<file path="src/rtl/pipelined_barrel_shifter.sv">
// Pipelined barrel shifter: one register stage per shift-amount bit, with valid/ready handshaking and flush.
// Legal ops are pass, shift left/right, arithmetic shift right and rotate left/right. Ops 110/111 give zero data with err set.
module pipelined_barrel_shifter #(
    parameter int WIDTH = 32,
    parameter int TAG_W = 4
) (
    input  logic                     clk,
    input  logic                     rst_n,
    input  logic                     flush,
    input  logic                     in_valid,
    output logic                     in_ready,
    input  logic [WIDTH-1:0]         in_data,
    input  logic [$clog2(WIDTH)-1:0] in_amt,
    input  logic [2:0]               in_op,
    input  logic [TAG_W-1:0]         in_tag,
    output logic                     out_valid,
    input  logic                     out_ready,
    output logic [WIDTH-1:0]         out_data,
    output logic [TAG_W-1:0]         out_tag,
    output logic                     out_err,
    output logic                     out_zero
);

    localparam int SHW = $clog2(WIDTH);

    typedef struct packed {
        logic             valid;
        logic [2:0]       op;
        logic [SHW-1:0]   amt;
        logic [TAG_W-1:0] tag;
        logic [WIDTH-1:0] data;
    } stage_t;

    stage_t stage_q [SHW];
    stage_t stage_d [SHW];

    logic advance;
    logic readyEn_q;
    logic err_q;
    logic zero_q;
    logic errLast;
    logic zeroLast;

    // One power-of-two step of the selected operation; unknown ops pass data through
    // and are zeroed at the last stage so every op sees the same latency.
    function automatic logic [WIDTH-1:0] shiftStep(input logic [2:0] op,
                                                   input logic [WIDTH-1:0] d,
                                                   input int unsigned s);
        logic [WIDTH-1:0] r;
        case (op)
            3'b001:  r = d << s;
            3'b010:  r = d >> s;
            3'b011:  r = $signed(d) >>> s;
            3'b100:  r = (d << s) | (d >> (WIDTH - s));
            3'b101:  r = (d >> s) | (d << (WIDTH - s));
            default: r = d;
        endcase
        return r;
    endfunction

    assign advance  = out_ready | ~out_valid;
    // readyEn_q keeps the input closed during reset and for the first edge after release.
    assign in_ready = advance & ~flush & readyEn_q;

    always_comb begin
        stage_d[0].valid = in_valid & in_ready;
        stage_d[0].op    = in_op;
        stage_d[0].amt   = in_amt;
        stage_d[0].tag   = in_tag;
        stage_d[0].data  = in_amt[0] ? shiftStep(in_op, in_data, 1) : in_data;
        for (int k = 1; k < SHW; k++) begin
            stage_d[k] = stage_q[k-1];
            if (stage_q[k-1].amt[k]) begin
                stage_d[k].data = shiftStep(stage_q[k-1].op, stage_q[k-1].data, 1 << k);
            end
        end
        errLast = stage_d[SHW-1].op[2] & stage_d[SHW-1].op[1];
        if (errLast) begin
            stage_d[SHW-1].data = '0;
        end
        zeroLast = (stage_d[SHW-1].data == '0);
    end

    // Flush wins over advance: it only drops valid bits and leaves data in place.
    always_ff @(posedge clk or negedge rst_n) begin
        if (!rst_n) begin
            for (int k = 0; k < SHW; k++) begin
                stage_q[k] <= '0;
            end
            err_q     <= 1'b0;
            zero_q    <= 1'b0;
            readyEn_q <= 1'b0;
        end else begin
            readyEn_q <= 1'b1;
            if (flush) begin
                for (int k = 0; k < SHW; k++) begin
                    stage_q[k].valid <= 1'b0;
                end
            end else if (advance) begin
                for (int k = 0; k < SHW; k++) begin
                    stage_q[k] <= stage_d[k];
                end
                err_q  <= errLast;
                zero_q <= zeroLast;
            end
        end
    end

    assign out_valid = stage_q[SHW-1].valid;
    assign out_data  = stage_q[SHW-1].data;
    assign out_tag   = stage_q[SHW-1].tag;
    assign out_err   = err_q;
    assign out_zero  = zero_q;

endmodule

</file>
<file path="config.mk">
export PLATFORM = sky130hd
export DESIGN_NAME = pipelined_barrel_shifter
export DESIGN_NICKNAME = d
export VERILOG_FILES = /design/src/rtl/pipelined_barrel_shifter.sv
export SDC_FILE = /design/constraint.sdc
export NUM_CORES = 1
export LEC_CHECK = 0
export CORE_MARGIN = 2
export CORE_UTILIZATION = 50
export CTS_CLUSTER_DIAMETER = 100
export DETAILED_ROUTE_END_ITERATION = 10
export HOLD_SLACK_MARGIN = 0.05
export PLACE_DENSITY = 0.78
export SYNTH_ARGS = -nofsm -noshare
export SYNTH_HDL_FRONTEND = slang
export SYNTH_SLANG_ARGS = --single-unit
</file>
<file path="constraint.sdc">
create_clock -name clk -period 3.65 [get_ports clk]
set_input_delay 0.365 -clock clk [delete_from_list [all_inputs] [get_ports clk]]
set_output_delay 0.365 -clock clk [all_outputs]
set_load 0.1 [all_outputs]
</file>
==> flow_metrics.env <==
export IMPL_synth_area_um2=11800
export IMPL_fillers=2089
export IMPL_first_global_vias=9217
export IMPL_dp_hpwl_mm=19.5
export IMPL_cts_setup_buffers=0
export IMPL_holdPathEnd="stage_d[172]"
export IMPL_die_height_um=158
export IMPL_seqCellArea_um2=5260
export IMPL_post_place_ws_ps=1040
export IMPL_drcViolationCount=0
export IMPL_synth_seq_cells=210
export IMPL_r2r_setup_slack_ps=1140
export IMPL_drtPass1Iterations=5
export IMPL_h_tree_depth=1
export IMPL_fmax_ghz=0.368
export IMPL_crit_fanout=38
export IMPL_power_frac_clock=0.278
export IMPL_hold_path_depth=3
export IMPL_cp_required_ps=3280
export IMPL_die_area_um2=24800
export IMPL_critPathMaxStageDelay_ps=700
export IMPL_rr_worst_depth=6
export IMPL_slew_headroom=0.234
export IMPL_fin_skew_ps=8.90
export IMPL_async_reset_ff_frac=1.00
export IMPL_die_w_um=158
export IMPL_pwr_share_comb=0.325
export IMPL_synth_ff_type="dfrtp_1"
export IMPL_final_hold_viol_count=0
export IMPL_status="complete, no violations"
export IMPL_finish_net_count=1423
export IMPL_worstMarginPinSlew_ps=1150
export IMPL_drv_cap=0
export IMPL_end_kind="output port"
export IMPL_cts_buffers=23
export IMPL_setup_tns_ps=0
export IMPL_wirelength_mm=28.7
export IMPL_post_synth_cell_area_avg_um2=8.46
export IMPL_synthCells=1394
export IMPL_vias=10274
export IMPL_final_common_cell="nand2_1"
export IMPL_fin_ws_ps=931
export IMPL_p_int_w=0.00510
export IMPL_hold_path_class="in -> reg"
export IMPL_cts_root_buf="clkbuf_16"
export IMPL_cp_arrival_ps=2350
export IMPL_p_per_area_nw_per_um2=637
export IMPL_coreArea_um2=23300
export IMPL_cpLargestDelayFamily="simple AND/OR/NAND/NOR gates"
export IMPL_cts_hold_buffers=1
export IMPL_overflow=0
export IMPL_cts_sinks=210
export IMPL_dp_cells=1667
export IMPL_gp_congestion=0.865
export IMPL_std_cell_rows=56
export IMPL_path_class="reg -> out"
export IMPL_drv_slew=0
export IMPL_drtAntennaViolNets=0
export IMPL_syn_to_final_growth_pct=13.0
export IMPL_setup_viol=0
export IMPL_timing_rr_start="stage_d[42]"
export IMPL_initial_utilization=0.505
export IMPL_instances_no_fill=1710
export IMPL_crit_path_top_delay_cell="nor2_4"
export IMPL_cts_buffer_depth=3
export IMPL_post_route_period_util=0.745
export IMPL_layout_common_cells="nand2_1 (306), dfrtp_1 (210), o21ai_0 (140)"
export IMPL_clkTransAtPathRegs_ps=60
export IMPL_diodes=0
export IMPL_swShare=0.399
export IMPL_ys_seq_area_frac=0.446
export IMPL_seqPwrFrac=0.397
export IMPL_io_buffer_count=88
export IMPL_drive_above_1_share=0.0791
export IMPL_p_switching_w=0.00339
export IMPL_drt_iter0_drc=1014
export IMPL_gr_usage_all_layers=0.230
export IMPL_period_minus_slack_ps=2720
export IMPL_syn_num_nets=1443
export IMPL_grt_setup_unrepaired="false"
export IMPL_max_vdd_ir_drop_mv=0.439
export IMPL_synth_distinct_cells=56
export IMPL_crit_chain="nor2b_1 > nor2_4 > and2_1 > buf_4"
export IMPL_insertion_delay_ps=510
export IMPL_holdCritStartpoint="in_amt[1]"
export IMPL_ys_warn_count=0
export IMPL_total_power_w=0.00849
export IMPL_p_leak_nw=5.53
export IMPL_cts_resized=0
export IMPL_r2r_end="out_zero"
export IMPL_grt_pass1_wl_mm=47.0
export IMPL_crit_buf_inv=1
export IMPL_wire_per_inst_um=16.8
export IMPL_multi_input_area_um2=5750
export IMPL_startpoint_type="flop"
export IMPL_antenna_found_initial=1
export IMPL_tritoncts="built"
export IMPL_avgViaCountPerCell=6.01
export IMPL_boundaryPins=89
export IMPL_grt_max_degree=90
export IMPL_synth_edff_count=0
## cell usage after synthesis, types with 2 or more instances
library cell	n	area [um2]
o21ai_1	95	475
dfrtp_1	210	5260
nor3_1	3	15.0
a2bb2oi_1	3	26.3
o31ai_1	20	150
mux2i_1	12	120
clkbuf_1	64	240
nor2_1	92	345
buf_2	47	235
a32o_2	3	33.8
nor4_1	3	18.8
nor2b_1	11	68.8
nand4_1	2	12.5
a32o_1	6	60.1
nand3_1	3	15.0
mux2_2	26	293
xor2_1	3	26.3
buf_4	38	285
or4_1	2	15.0
buf_1	6	22.5
a22o_1	32	280
nand2_1	306	1150
a211oi_1	14	105
and3_1	3	18.8
a221o_1	30	300
o211ai_1	9	67.6
a21o_1	6	45.0
a22oi_1	59	443
and2_1	4	25.0
o21ai_0	140	701
and2b_2	4	35.0
a221oi_1	35	307
inv_1	4	15.0
a21oi_1	69	345
nand3b_1	9	67.6
## metrics by stage
stage               hold slack, ps  instance area (um2)   util
global route                   400                13300  0.571
floorplan                     69.4                11800      -
CTS                            385                13300  0.571
detailed placement             457                12500  0.537
global placement               448                12500  0.537
finish                         387                13300  0.571
## kinds of logic (layout without fill, tap and decap cells)
logic type | after synthesis | after routing | share of synthesized area
compound gates | 531 | 531 | 0.291
flops | 210 | 210 | 0.446
xor+xnor | 4 | 4 | 0.00297
buf+inv | 161 | 158 | 0.0691
mux | 38 | 38 | 0.0350
other cells | 1 | 1 | 0.000318
simple gates | 449 | 449 | 0.156
## area by class of cell
type,instances,share of cell area
Tap cell,319,0.0299
Clock buffer,30,0.0497
Timing Repair Buffer,112,0.0846
Sequential cell,210,0.394
Multi-Input combinational cell,1023,0.432
Inverter,4,0.00113
Clock inverter,12,0.00873
## worst register-to-register path: stages (launching register included)
cell and delay (ps):
dfrtp_1 800, nor2_2 230, a32o_1 290, a221oi_1 530
nand3_1 170, o31ai_1 230, a41o_1 200
## sequential cells by signal, summed over array words and instances, names as in the netlist
signal / count
stage_q: 128
stage_d: 42
out_err: 1
out_data: 32
readyEn_q: 1
out_zero: 1
out_tag: 4
out_valid: 1
## metal layers
metal,up-vias,global-route usage,routed length (um)
li1,4928,-,-
met1,4926,0.329,12800
met2,359,0.364,13600
met3,61,0.0318,1630
met4,0,0.0758,747
met5,-,0,0
## power groups by stage
stage,clock [W],combinational [W],sequential (W)
final,0.00236,0.00276,0.00337
after CTS,0.00239,0.00276,0.00335
after global routing,0.00250,0.00300,0.00342
after floorplan,0,0.00234,0.00315
after detailed placement,0,0.00275,0.00339
after global placement,0,0.00270,0.00337
## worst max-delay path by stage
stage               startpoint  endpoint  slack, ps  cells past startpoint
finish               out_valid  in_ready        930                      4
global route         out_valid  in_ready        770                      4
CTS                  out_valid  in_ready        920                      4
detailed placement   out_ready  out_zero       1040                      6
global placement     out_ready  out_zero       1100                      6
floorplan            out_valid  in_ready        870                      5
No activity file was read; power rests on OpenSTA's default activity.
==> RTL change 1: new RTL, same flow settings <==
The parameter `TAG_W` goes from 4 to 6.
--- a/src/rtl/pipelined_barrel_shifter.sv
+++ b/src/rtl/pipelined_barrel_shifter.sv
@@ -2,7 +2,7 @@
 // Legal ops are pass, shift left/right, arithmetic shift right and rotate left/right. Ops 110/111 give zero data with err set.
 module pipelined_barrel_shifter #(
     parameter int WIDTH = 32,
-    parameter int TAG_W = 4
+    parameter int TAG_W = 6
 ) (
     input  logic                     clk,
     input  logic                     rst_n,
Interface: changed (resized in_tag and out_tag); port bits go from 89 to 93. No check against the original RTL was run, so the function may have changed too.
==> RTL change 1 against the unedited design <==
Wire length up 8.2%; power grew 5.0%; worst setup slack better by 0.16 ns; critical endpoint is now out_zero$_DFFE_PN0P_; design area increased by 4.9%; area after synthesis grew 5.0%; core utilization grew 0.36 points; sequential cell count increased by 10; cell count is 4.0% higher.
==> RTL change 1: results <==
placed_design:
  placed_cells: 1733
  dpl_cell_area_sq_mm: 0.0132
  place_congestion: 0.914
  port_buffers: 92
grt:
  met2_usage: 0.414
  grt_max_degree: 184
  grt_pass1_vias: 10200
  grt_use_met1: 0.313
  grt_pass1_wl_um: 52400
cells_and_area:
  fill_cells: 2162
  final_util: 0.575
setup_path:
  cp.arrival_ns: 3.01
  crit_slowest_cell: "dfrtp_1"
  crit_fanout: 17
logic_synthesis:
  synth_commonest_cells: "nand2_1, dfrtp_1, o21ai_0"
  syn_area_per_cell_sq_um: 8.49
  synthesis.nets: 1510
  synth_cell_types: 60
  synth_area_leaders: "dfrtp_1, nand2_1, o21ai_0, nor2_1, a221oi_1"
outcome:
  outcome: "complete, no violations"
clock_tree:
  cts_inserted_buffers: 25
  clk-insertion-delay-late_ns: 0.53
detailed_routing:
  drtIter0Drc: 744
  vias_per_cell: 6.01
  routed_wl_um: 31100
power_and_ir_drop:
  leakage_nw: 5.81
sta:
  finClkSkew_ns: 0.0122
-- RTL change 1: cell count changes in the layout (fill, tap and decap cells not counted), moves of 8 or more --
cell,change
a21oi_1,-15
a221oi_1,+27
dfrtp_1,+10
nor2b_1,+8
o21ai_0,+31
a32oi_1,+10
a221o_1,-29
o21ai_1,-94
a32o_1,+8
o31ai_1,-10
nor2_1,+58
a22o_1,+29
-- RTL change 1: worst paths after layout --
path                       cells after the start  slack, ns                        to                     start
setup / recovery                               6       1.09      out_zero$_DFFE_PN0P_   stage_d[45]$_DFFE_PN0P_
setup reg to reg                               6       1.09      out_zero$_DFFE_PN0P_   stage_d[45]$_DFFE_PN0P_
hold / removal                                 3       0.37  stage_d[175]$_DFFE_PN0P_                 in_tag[2]
min in group asynchronous                      2       0.49  stage_d[140]$_DFFE_PN0P_                     rst_n
max in group asynchronous                      3       2.30  stage_q[153]$_DFFE_PN0P_                     rst_n
hold reg to reg                                2       0.46  stage_d[126]$_DFFE_PN0P_  stage_d[173]$_DFFE_PN0P_
-- RTL change 1: final cells by class --
type                       count  area share
clock buffer                  35      0.0496
inverter                       8     0.00215
clock inverter                10     0.00832
sequential                   220       0.394
timing repair buffer         120      0.0839
tap                          324      0.0290
multi-input combinational   1062       0.433
-- RTL change 1: worst max-delay path, delay by kind of cell, from the launching register on --
kind	cells	cell delay (ns)
compound gates	4	1.26
simple gates	2	0.51
flops	1	0.71
-- RTL change 1: routing by layer --
layer | up-vias | routed length, um
met5 | - | 0
met4 | 0 | 1170
met3 | 81 | 1640
met2 | 352 | 15100
met1 | 5093 | 13100
li1 | 5168 | -
-- RTL change 1: logic make-up after synthesis --
kind of cell           Yosys count  share of synthesized area
other                            1                   0.000303
buffers and inverters          177                     0.0691
multiplexers                    42                     0.0368
AO/OA/AOI/OAI                  495                      0.273
flip-flops                     220                      0.444
XOR/XNOR                         5                    0.00354
AND/OR/NAND/NOR                519                      0.173
-- RTL change 1: metrics by stage --
stage	power, W	worst slack, ns	hold slack [ns]
floorplan	0.00574	0.854	0.0694
finish	0.00891	1.09	0.371
CTS	0.00893	1.13	0.357
global route	0.00938	0.959	0.378
global placement	0.00638	1.11	0.447
detailed placement	0.00644	1.10	0.452
-- RTL change 1: power by group through the flow --
stage | Combinational, W | Sequential [W] | Clock (W)
finish | 0.00292 | 0.00352 | 0.00248
global route | 0.00317 | 0.00358 | 0.00263
floorplan | 0.00247 | 0.00327 | 0
detailed placement | 0.00290 | 0.00354 | 0
global placement | 0.00286 | 0.00352 | 0
CTS | 0.00291 | 0.00349 | 0.00252
==> RTL change 2: new RTL, config.mk and constraints unchanged <==
Made on the original files. Put one more register stage on the output `out_err`, cleared by the reset. The value now appears one clock later. The other outputs are not delayed to match.
--- a/src/rtl/pipelined_barrel_shifter.sv
+++ b/src/rtl/pipelined_barrel_shifter.sv
@@ -109,7 +109,13 @@
     assign out_valid = stage_q[SHW-1].valid;
     assign out_data  = stage_q[SHW-1].data;
     assign out_tag   = stage_q[SHW-1].tag;
-    assign out_err   = err_q;
+    always_ff @(posedge clk or negedge rst_n) begin
+        if (!rst_n) begin
+            out_err <= '0;
+        end else begin
+            out_err <= err_q;
+        end
+    end
     assign out_zero  = zero_q;
 
 endmodule
Function: changed (Yosys sat finds a counterexample within 10 cycles, from zero or initial values and one cycle with rst_n low).
==> RTL change 2 against the unedited design <==
Sequential cell count is 1 higher; wire length is 0.33% higher; worst setup slack better by 0.26 ns; design area is 2.0% higher; synthesized cell count is 5.1% higher; power is 2.6% higher; clock power is 5% higher; area after synthesis is 2.2% higher; largest cell class unchanged.
==> RTL change 2: results <==
outcome:
  outcome: "complete, no violations"
cells_and_area:
  nets: 1484
  final_cell_area_sq_mm: 0.0136
  buf_share: 0.0809
  inv_count: 9
  nMultiInputCombCells: 1079
  multi_input_area_sq_mm: 0.00594
  clock_buffers: 34
  n_all_buffers: 110
  nFlopsAndLatches: 211
  seq_area_frac: 0.388
logic_synthesis:
  synth-compound-area-share: 0.283
  synthesis.nets: 1514
  synth_area_leaders: "dfrtp_1, nand2_1, o21ai_0, a22oi_1, nor2_1"
  synthMuxAreaShare: 0.0348
  synth_commonest_cells: "nand2_1, o21ai_0, dfrtp_1"
  synth-xor-area-share: 0.00291
clock_tree:
  cts_inserted_buffers: 24
  clk-insertion-delay-late_ns: 0.54
grt:
  grtUsageTotal: 0.224
  grt_max_degree: 103
  grt_use_met3: 0.0271
  antenna_found_initial: 0
  grt_use_met1: 0.293
  met2_usage: 0.379
  grt_pass1_wl_um: 48300
placed_design:
  placed_cells: 1727
  pre_cts_slack_ns: 1.10
  dp_hpwl_um: 20000
  dpl_cell_area_sq_mm: 0.0127
  place_congestion: 0.927
detailed_routing:
  wire_per_inst_um: 16.3
  wl_met3_um: 1410
  wl_met2_um: 13900
  vias_per_cell: 5.91
power_and_ir_drop:
  vdd_ir_drop_max_mv: 0.427
  comb-power_w: 0.00285
sta:
  relSlewSlack: 0.248
  finClkSkew_ns: 0.0187
setup_path:
  crit_slowest_cell: "dfrtp_1"
  crit_fanout: 18
[RTL change 2: changes by cell type in the layout (fill, tap and decap cells not counted), sizes merged, moves of 7 or more]
| cell | change |
|---|---|
| o31ai | -7 |
| nand2 | +38 |
| a22oi | +32 |
| a22o | +7 |
| o21ai | +14 |
| a21oi | -18 |
| a221o | -30 |
| nor2b | +9 |
| o211ai | +11 |
[RTL change 2: path summary, 6_finish.rpt]
check / from / end / slack (ns) / depth (start not counted)
worst max-delay path: stage_d[40]$_DFFE_PN0P_ / out_zero$_DFFE_PN0P_ / 1.19 / 7
worst min-delay path: in_tag[1] / stage_d[168]$_DFFE_PN0P_ / 0.36 / 3
worst max register to register: stage_d[40]$_DFFE_PN0P_ / out_zero$_DFFE_PN0P_ / 1.19 / 7
worst min register to register: err_q$_DFFE_PN0P_ / out_err$_DFF_PN0_ / 0.39 / 0
max in group asynchronous: rst_n / stage_q[185]$_DFFE_PN0P_ / 2.33 / 3
min in group asynchronous: rst_n / out_data[1]$_DFFE_PN0P_ / 0.37 / 2
